===== config.mk =====
export PLATFORM = sky130hd
export DESIGN_NAME = l1ram_rd_streamer
export DESIGN_NICKNAME = d
export VERILOG_FILES = /design/src/rtl/l1ram_pkg.sv /design/src/rtl/l1ram_skid_fifo.sv /design/src/rtl/l1ram_rd_streamer.sv
export SDC_FILE = /design/constraint.sdc
export NUM_CORES = 1
export LEC_CHECK = 0
export CORE_UTILIZATION = 48
export CTS_CLUSTER_SIZE = 28
export DETAILED_ROUTE_END_ITERATION = 7
export GPL_ROUTABILITY_DRIVEN = 1
export MAX_ROUTING_LAYER = met4
export PLACE_DENSITY = 0.89
export SETUP_SLACK_MARGIN = 0.15
export SLEW_MARGIN = 0
export SYNTH_ARGS = -nofsm -noshare
export SYNTH_HDL_FRONTEND = slang
export SYNTH_SLANG_ARGS = --single-unit

===== constraint.sdc =====
create_clock -name clock -period 6.81 [get_ports clock]
set_clock_uncertainty 0.15 [all_clocks]
set_input_delay 1.362 -clock clock [delete_from_list [all_inputs] [get_ports clock]]
set_output_delay 1.362 -clock clock [all_outputs]
set_load 0.02 [all_outputs]

===== src/rtl/l1ram_pkg.sv =====
// l1ram_pkg: shared widths and FSM state encoding for the L1 line RAM
// read streamer and its skid FIFO.
package l1ram_pkg;

  localparam int L1_DATA_W = 96;
  localparam int L1_ADDR_W = 5;

  typedef enum logic [1:0] {
    ST_IDLE  = 2'd0,
    ST_ISSUE = 2'd1,
    ST_DRAIN = 2'd2
  } l1_state_e;

endpackage


===== src/rtl/l1ram_skid_fifo.sv =====
// l1ram_skid_fifo: small synchronous FIFO absorbing the RAM read latency.
// Ports: clock, reset (sync, high), push/wdata, pop, rdata (head), empty, count.
module l1ram_skid_fifo #(
  parameter int W = 97,
  parameter int D = 2,
  localparam int PW = (D > 1) ? $clog2(D) : 1,
  localparam int CW = $clog2(D + 1)
) (
  input  logic          clock,
  input  logic          reset,
  input  logic          push,
  input  logic [W-1:0]  wdata,
  input  logic          pop,
  output logic [W-1:0]  rdata,
  output logic          empty,
  output logic [CW-1:0] count
);

  logic [W-1:0]  mem [D];
  logic [PW-1:0] wr_q;
  logic [PW-1:0] rd_q;
  logic [CW-1:0] cnt_q;

  function automatic logic [PW-1:0] nxt(
    input logic [PW-1:0] p
  );
    return (p == PW'(D - 1)) ? '0 : p + 1'b1;
  endfunction

  always_ff @(posedge clock) begin
    if (reset) begin
      wr_q  <= '0;
      rd_q  <= '0;
      cnt_q <= '0;
    end else begin
      if (push) wr_q <= nxt(wr_q);
      if (pop)  rd_q <= nxt(rd_q);
      if (push && !pop)
        cnt_q <= cnt_q + 1'b1;
      else if (pop && !push)
        cnt_q <= cnt_q - 1'b1;
    end
  end

  always_ff @(posedge clock) begin
    if (push) mem[wr_q] <= wdata;
  end

  assign rdata = mem[rd_q];
  assign empty = (cnt_q == '0);
  assign count = cnt_q;

endmodule


===== src/rtl/l1ram_rd_streamer.sv =====
// l1ram_rd_streamer: walks an L1 RAM address range and streams words out.
// Ports: clock, reset, start/base_addr/count, busy, done, rdaddress, rd_en, q,
// m_valid, m_ready, m_data, m_last.
module l1ram_rd_streamer
  import l1ram_pkg::*;
#(
  parameter int DATA_W = L1_DATA_W,
  parameter int ADDR_W = L1_ADDR_W,
  parameter int FIFO_D = 2
) (
  input  logic              clock,
  input  logic              reset,
  input  logic              start,
  input  logic [ADDR_W-1:0] base_addr,
  input  logic [ADDR_W-1:0] count,
  output logic              busy,
  output logic              done,
  output logic [ADDR_W-1:0] rdaddress,
  output logic              rd_en,
  input  logic [DATA_W-1:0] q,
  output logic              m_valid,
  input  logic              m_ready,
  output logic [DATA_W-1:0] m_data,
  output logic              m_last
);

  localparam int CW = $clog2(FIFO_D + 1);

  l1_state_e         state_q;
  l1_state_e         state_d;
  logic [ADDR_W-1:0] addr_q;
  logic [ADDR_W:0]   rem_q;
  logic              inflight_q;
  logic              last_q;
  logic              pop;
  logic              issue;
  logic              drained;
  logic              fifo_empty;
  logic [CW-1:0]     fifo_cnt;
  logic [CW:0]       occ;
  logic [DATA_W:0]   head;

  assign pop = !fifo_empty && m_ready;

  // Slots already claimed once this cycle's pop leaves: queued + in flight.
  assign occ = {1'b0, fifo_cnt}
             - {{CW{1'b0}}, pop}
             + {{CW{1'b0}}, inflight_q};

  assign issue = (state_q == ST_ISSUE)
              && (rem_q != '0)
              && (occ < (CW+1)'(FIFO_D));

  assign drained = fifo_empty && !inflight_q;

  always_ff @(posedge clock) begin
    if (reset) state_q <= ST_IDLE;
    else       state_q <= state_d;
  end

  always_comb begin
    state_d = state_q;
    unique case (state_q)
      ST_IDLE:  if (start) state_d = ST_ISSUE;
      ST_ISSUE: if (issue && rem_q == (ADDR_W+1)'(1))
                  state_d = ST_DRAIN;
      ST_DRAIN: if (drained) state_d = ST_IDLE;
      default:  state_d = ST_IDLE;
    endcase
  end

  always_comb begin
    busy  = (state_q != ST_IDLE);
    done  = (state_q == ST_DRAIN) && drained;
    rd_en = issue;
  end

  always_ff @(posedge clock) begin
    if (reset) begin
      addr_q     <= '0;
      rem_q      <= '0;
      inflight_q <= 1'b0;
      last_q     <= 1'b0;
    end else begin
      inflight_q <= issue;
      last_q     <= issue && (rem_q == (ADDR_W+1)'(1));
      if (state_q == ST_IDLE && start) begin
        addr_q <= base_addr;
        // A zero count selects the whole RAM.
        rem_q  <= (count == '0) ? {1'b1, {ADDR_W{1'b0}}}
                                : {1'b0, count};
      end else if (issue) begin
        addr_q <= addr_q + 1'b1;
        rem_q  <= rem_q - 1'b1;
      end
    end
  end

  l1ram_skid_fifo #(
    .W (DATA_W + 1),
    .D (FIFO_D)
  ) u_fifo (
    .clock (clock),
    .reset (reset),
    .push  (inflight_q),
    .wdata ({last_q, q}),
    .pop   (pop),
    .rdata (head),
    .empty (fifo_empty),
    .count (fifo_cnt)
  );

  assign rdaddress = addr_q;
  assign m_valid   = !fifo_empty;
  assign m_data    = head[DATA_W-1:0];
  assign m_last    = head[DATA_W];

endmodule


==> results.sh <==
export IMPL_synth_top_area_share_pct=72.0
export IMPL_insertion_delay_ns=0.48
export IMPL_core_area_mm2=0.0165
export IMPL_max_freq_mhz=170
export IMPL_rrSetupSlack_ns=3.42
export IMPL_dp_hpwl_um=11100
export IMPL_ctsResizeCount=0
export IMPL_insertedDiodeCount=0
export IMPL_syn_inst=430
export IMPL_layout_drive_gt1_share_pct=21.3
export IMPL_grt_max_degree=55
export IMPL_power_switching_mw=1.09
export IMPL_ys_warn_count=0
export IMPL_timing_rr_start="u_fifo.count[1]"
export IMPL_multiInputGateArea_mm2=0.00177
export IMPL_power_share_sequential_pct=42.8
export IMPL_internal_power_mw=2.77
export IMPL_finalCritPeriodShare_pct=86.2
export IMPL_hold_viol=0
export IMPL_io_pins=216
export IMPL_area_growth_pct=37.9
export IMPL_regToRegEndpoint="rdaddress[3]"
export IMPL_swShare_pct=28.2
export IMPL_clkSlewWorstSetupHoldPaths_ns=0.06
export IMPL_crit_fanout=15
export IMPL_endpoint_kind="output pin"
export IMPL_ant_nets=0
export IMPL_seq_area_frac_synth_pct=77.0
export IMPL_die_h_um=132
export IMPL_wl_um=17000
export IMPL_worstSetupPathType="in -> out"
export IMPL_min_path_type="reg -> reg"
export IMPL_fillers=1065
export IMPL_ys_ff_latch=214
export IMPL_finalNetCount=773
export IMPL_avgSynthCellArea_um2=18.8
export IMPL_grt_use_total_pct=19.9
export IMPL_outcome="completed"
export IMPL_dp_cells=852
export IMPL_cts_sinks=214
export IMPL_maxSlewViolCount=0
export IMPL_cts_tree="done"
export IMPL_grt_overflow=0
export IMPL_die_area_mm2=0.0174
export IMPL_cp_start_kind="input pin"
export IMPL_slew_headroom_pct=45.6
export IMPL_worstSetupEndpoint="rd_en"
export IMPL_finalPower_mw=3.87
export IMPL_clockPowerShare_pct=29.0
export IMPL_cp_startpoint="m_ready"
export IMPL_setup_viol=0
export IMPL_arrival_ns=4.36
export IMPL_viasPerCell=5.20
export IMPL_max_cap_violations=0
export IMPL_p_per_area_mw_per_mm2=347
export IMPL_period_needed_ns=5.87
export IMPL_htreeDepth=1
export IMPL_synth_nets=547
export IMPL_first_pass_iters=4
export IMPL_antenna_found_initial=0
export IMPL_synth_edff_count=194
export IMPL_root_buffer="clkbuf_16"
export IMPL_hold_buffers=0
export IMPL_synth_distinct_cells=45
export IMPL_drt_iter0_drc=318
export IMPL_clockBufferDepth=3
export IMPL_synth_async_sr_flop_share_pct=0
export IMPL_setup_tns_ns=0
export IMPL_place_congestion=0.821
export IMPL_die_x_um=132
export IMPL_leakage_nw=3.73
export IMPL_cp_data_required_time_ns=5.30
export IMPL_worstMarginPinSlew_ns=0.813
export IMPL_start_util_pct=48.9
export IMPL_combinationalPowerShare_pct=28.2
export IMPL_wire_per_inst_um=19.0
export IMPL_cts_made_buffers=22
export IMPL_vdd_drop_max_uv=244
export IMPL_vias=4636
export IMPL_regArea_mm2=0.00623
export IMPL_finalNonFillerCells=892
export IMPL_port_buffers=215
export IMPL_syn_area_mm2=0.00809
export IMPL_synth_ff_type="edfxtp_1"
export IMPL_rsz0062_at_grt="no"
export IMPL_rows=47
export IMPL_postCtsSetupBuffers=0
export IMPL_synth_top_cell_by_area="edfxtp_1"
export IMPL_grt_pass1_vias=4906
export IMPL_grt_pass1_wl_um=26100
export IMPL_fin_hold_ws_ns=0.289
export IMPL_reg2reg_depth=11
export IMPL_synth_area_leaders="edfxtp_1 72%, mux2_2 14%, dfxtp_1 5.0%"
export IMPL_drc=0
==> Yosys cell counts, types with 2 or more instances <==
library cell,n
edfxtp_1,194
mux2_2,97
dfxtp_1,20
nor2_1,16
clkbuf_1,11
nor3_1,11
a21oi_1,6
ha_1,6
nand2_1,6
or3_1,6
inv_1,4
xor2_1,4
buf_2,3
nand3_1,3
o21bai_1,3
a2111oi_2,2
a211o_1,2
a31oi_1,2
and3_1,2
buf_6,2
nand3b_1,2
nor4_1,2
nor4_2,2
o21ai_0,2
or2_2,2
==> worst min-delay path by stage <==
stage,depth (start not counted),startpoint,slack [ns],end
2_1_floorplan,0,last_q,0.25,u_fifo.mem[0][96]
3_3_place_gp,0,last_q,0.26,u_fifo.mem[0][96]
3_5_place_dp,0,last_q,0.27,u_fifo.mem[1][96]
4_1_cts,0,last_q,0.30,u_fifo.mem[1][96]
5_1_grt,0,last_q,0.30,u_fifo.mem[1][96]
6_report,0,last_q,0.29,u_fifo.mem[1][96]
==> layout by cell type, fill, tap and decap left out, types with 2 or more instances in the layout <==
master           count
nand3_1              3
dfxtp_1             19
nand3b_1             2
nor4_1               2
and3_1               2
a2111oi_2            2
clkbuf_16           23
o21ai_0              2
o21bai_1             3
a21oi_1              6
or3_1                6
clkinv_2             3
clkdlybuf4s50_1    215
nor3_1              11
ha_1                 6
mux2_2              97
nor2_1              16
or2_2                2
xor2_1               4
nand2_1              6
a211o_1              2
clkbuf_1             8
nor4_2               2
edfxtp_1           194
clkinv_1             4
buf_4                4
inv_1                4
a31oi_1              2
==> critical path, stage by stage <==
cell,delay [ns]
clkdlybuf4s50_1,0.39
nand2_1,0.12
inv_1,0.07
ha_1,0.28
nand2b_1,0.16
fa_1,0.49
nand3b_1,0.13
a211o_1,0.41
inv_2,0.28
clkdlybuf4s50_1,0.66
==> kinds of logic after synthesis <==
| family | after synthesis | synth area share (%) |
|---|---|---|
| simple gates | 60 | 4.16 |
| buf+inv | 22 | 1.25 |
| fa+ha+maj | 7 | 1.18 |
| compound gates | 24 | 2.26 |
| flops | 214 | 77.0 |
| mux | 98 | 13.6 |
| xor+xnor | 5 | 0.541 |
==> flip-flops by register name (all words and copies together), names as in the netlist, named ones only <==
signal / cells
rdaddress: 5
inflight_q: 1
u_fifo.mem: 194
rem_q: 6
u_fifo.count: 2
u_fifo.rd_q: 1
u_fifo.wr_q: 1
state_q: 2
last_q: 1
==> power by group through the flow <==
stage               sequential [mW]  combinational (mW)  clock, mW
global route                   1.67                1.15       1.20
detailed placement             1.68                1.09          0
CTS                            1.66                1.10       1.15
global placement               1.67                1.06          0
finish                         1.66                1.09       1.12
floorplan                      1.66               0.652          0
==> through the flow <==
step | util, % | cell area, um^2 | setup slack [ns]
after floorplan | - | 8090 | 1.38
after detailed placement | 63.4 | 10500 | 0.958
after global placement | 63.4 | 10500 | 1.03
final | 67.5 | 11200 | 0.937
after CTS | 67.5 | 11200 | 0.934
after global routing | 67.5 | 11200 | 0.713
==> layout make-up <==
class / count / share of cell area, %
repair buffers: 219 / 19.6
clock inverters: 9 / 0.617
multi-input cells: 194 / 15.9
clock buffers: 31 / 5.43
flip-flops and latches: 214 / 55.9
inverters: 5 / 0.168
well taps: 220 / 2.47
==> layer usage <==
layer  vias to the layer above  global-route usage, %  routed length [um]
met4                         0                   5.30                 365
met3                        28                   3.69                 942
met1                      2288                   22.9                6680
met5                         -                      -                   0
li1                       2133                      -                   -
met2                       187                   35.6                8990
(Power assumes the default switching activity.)
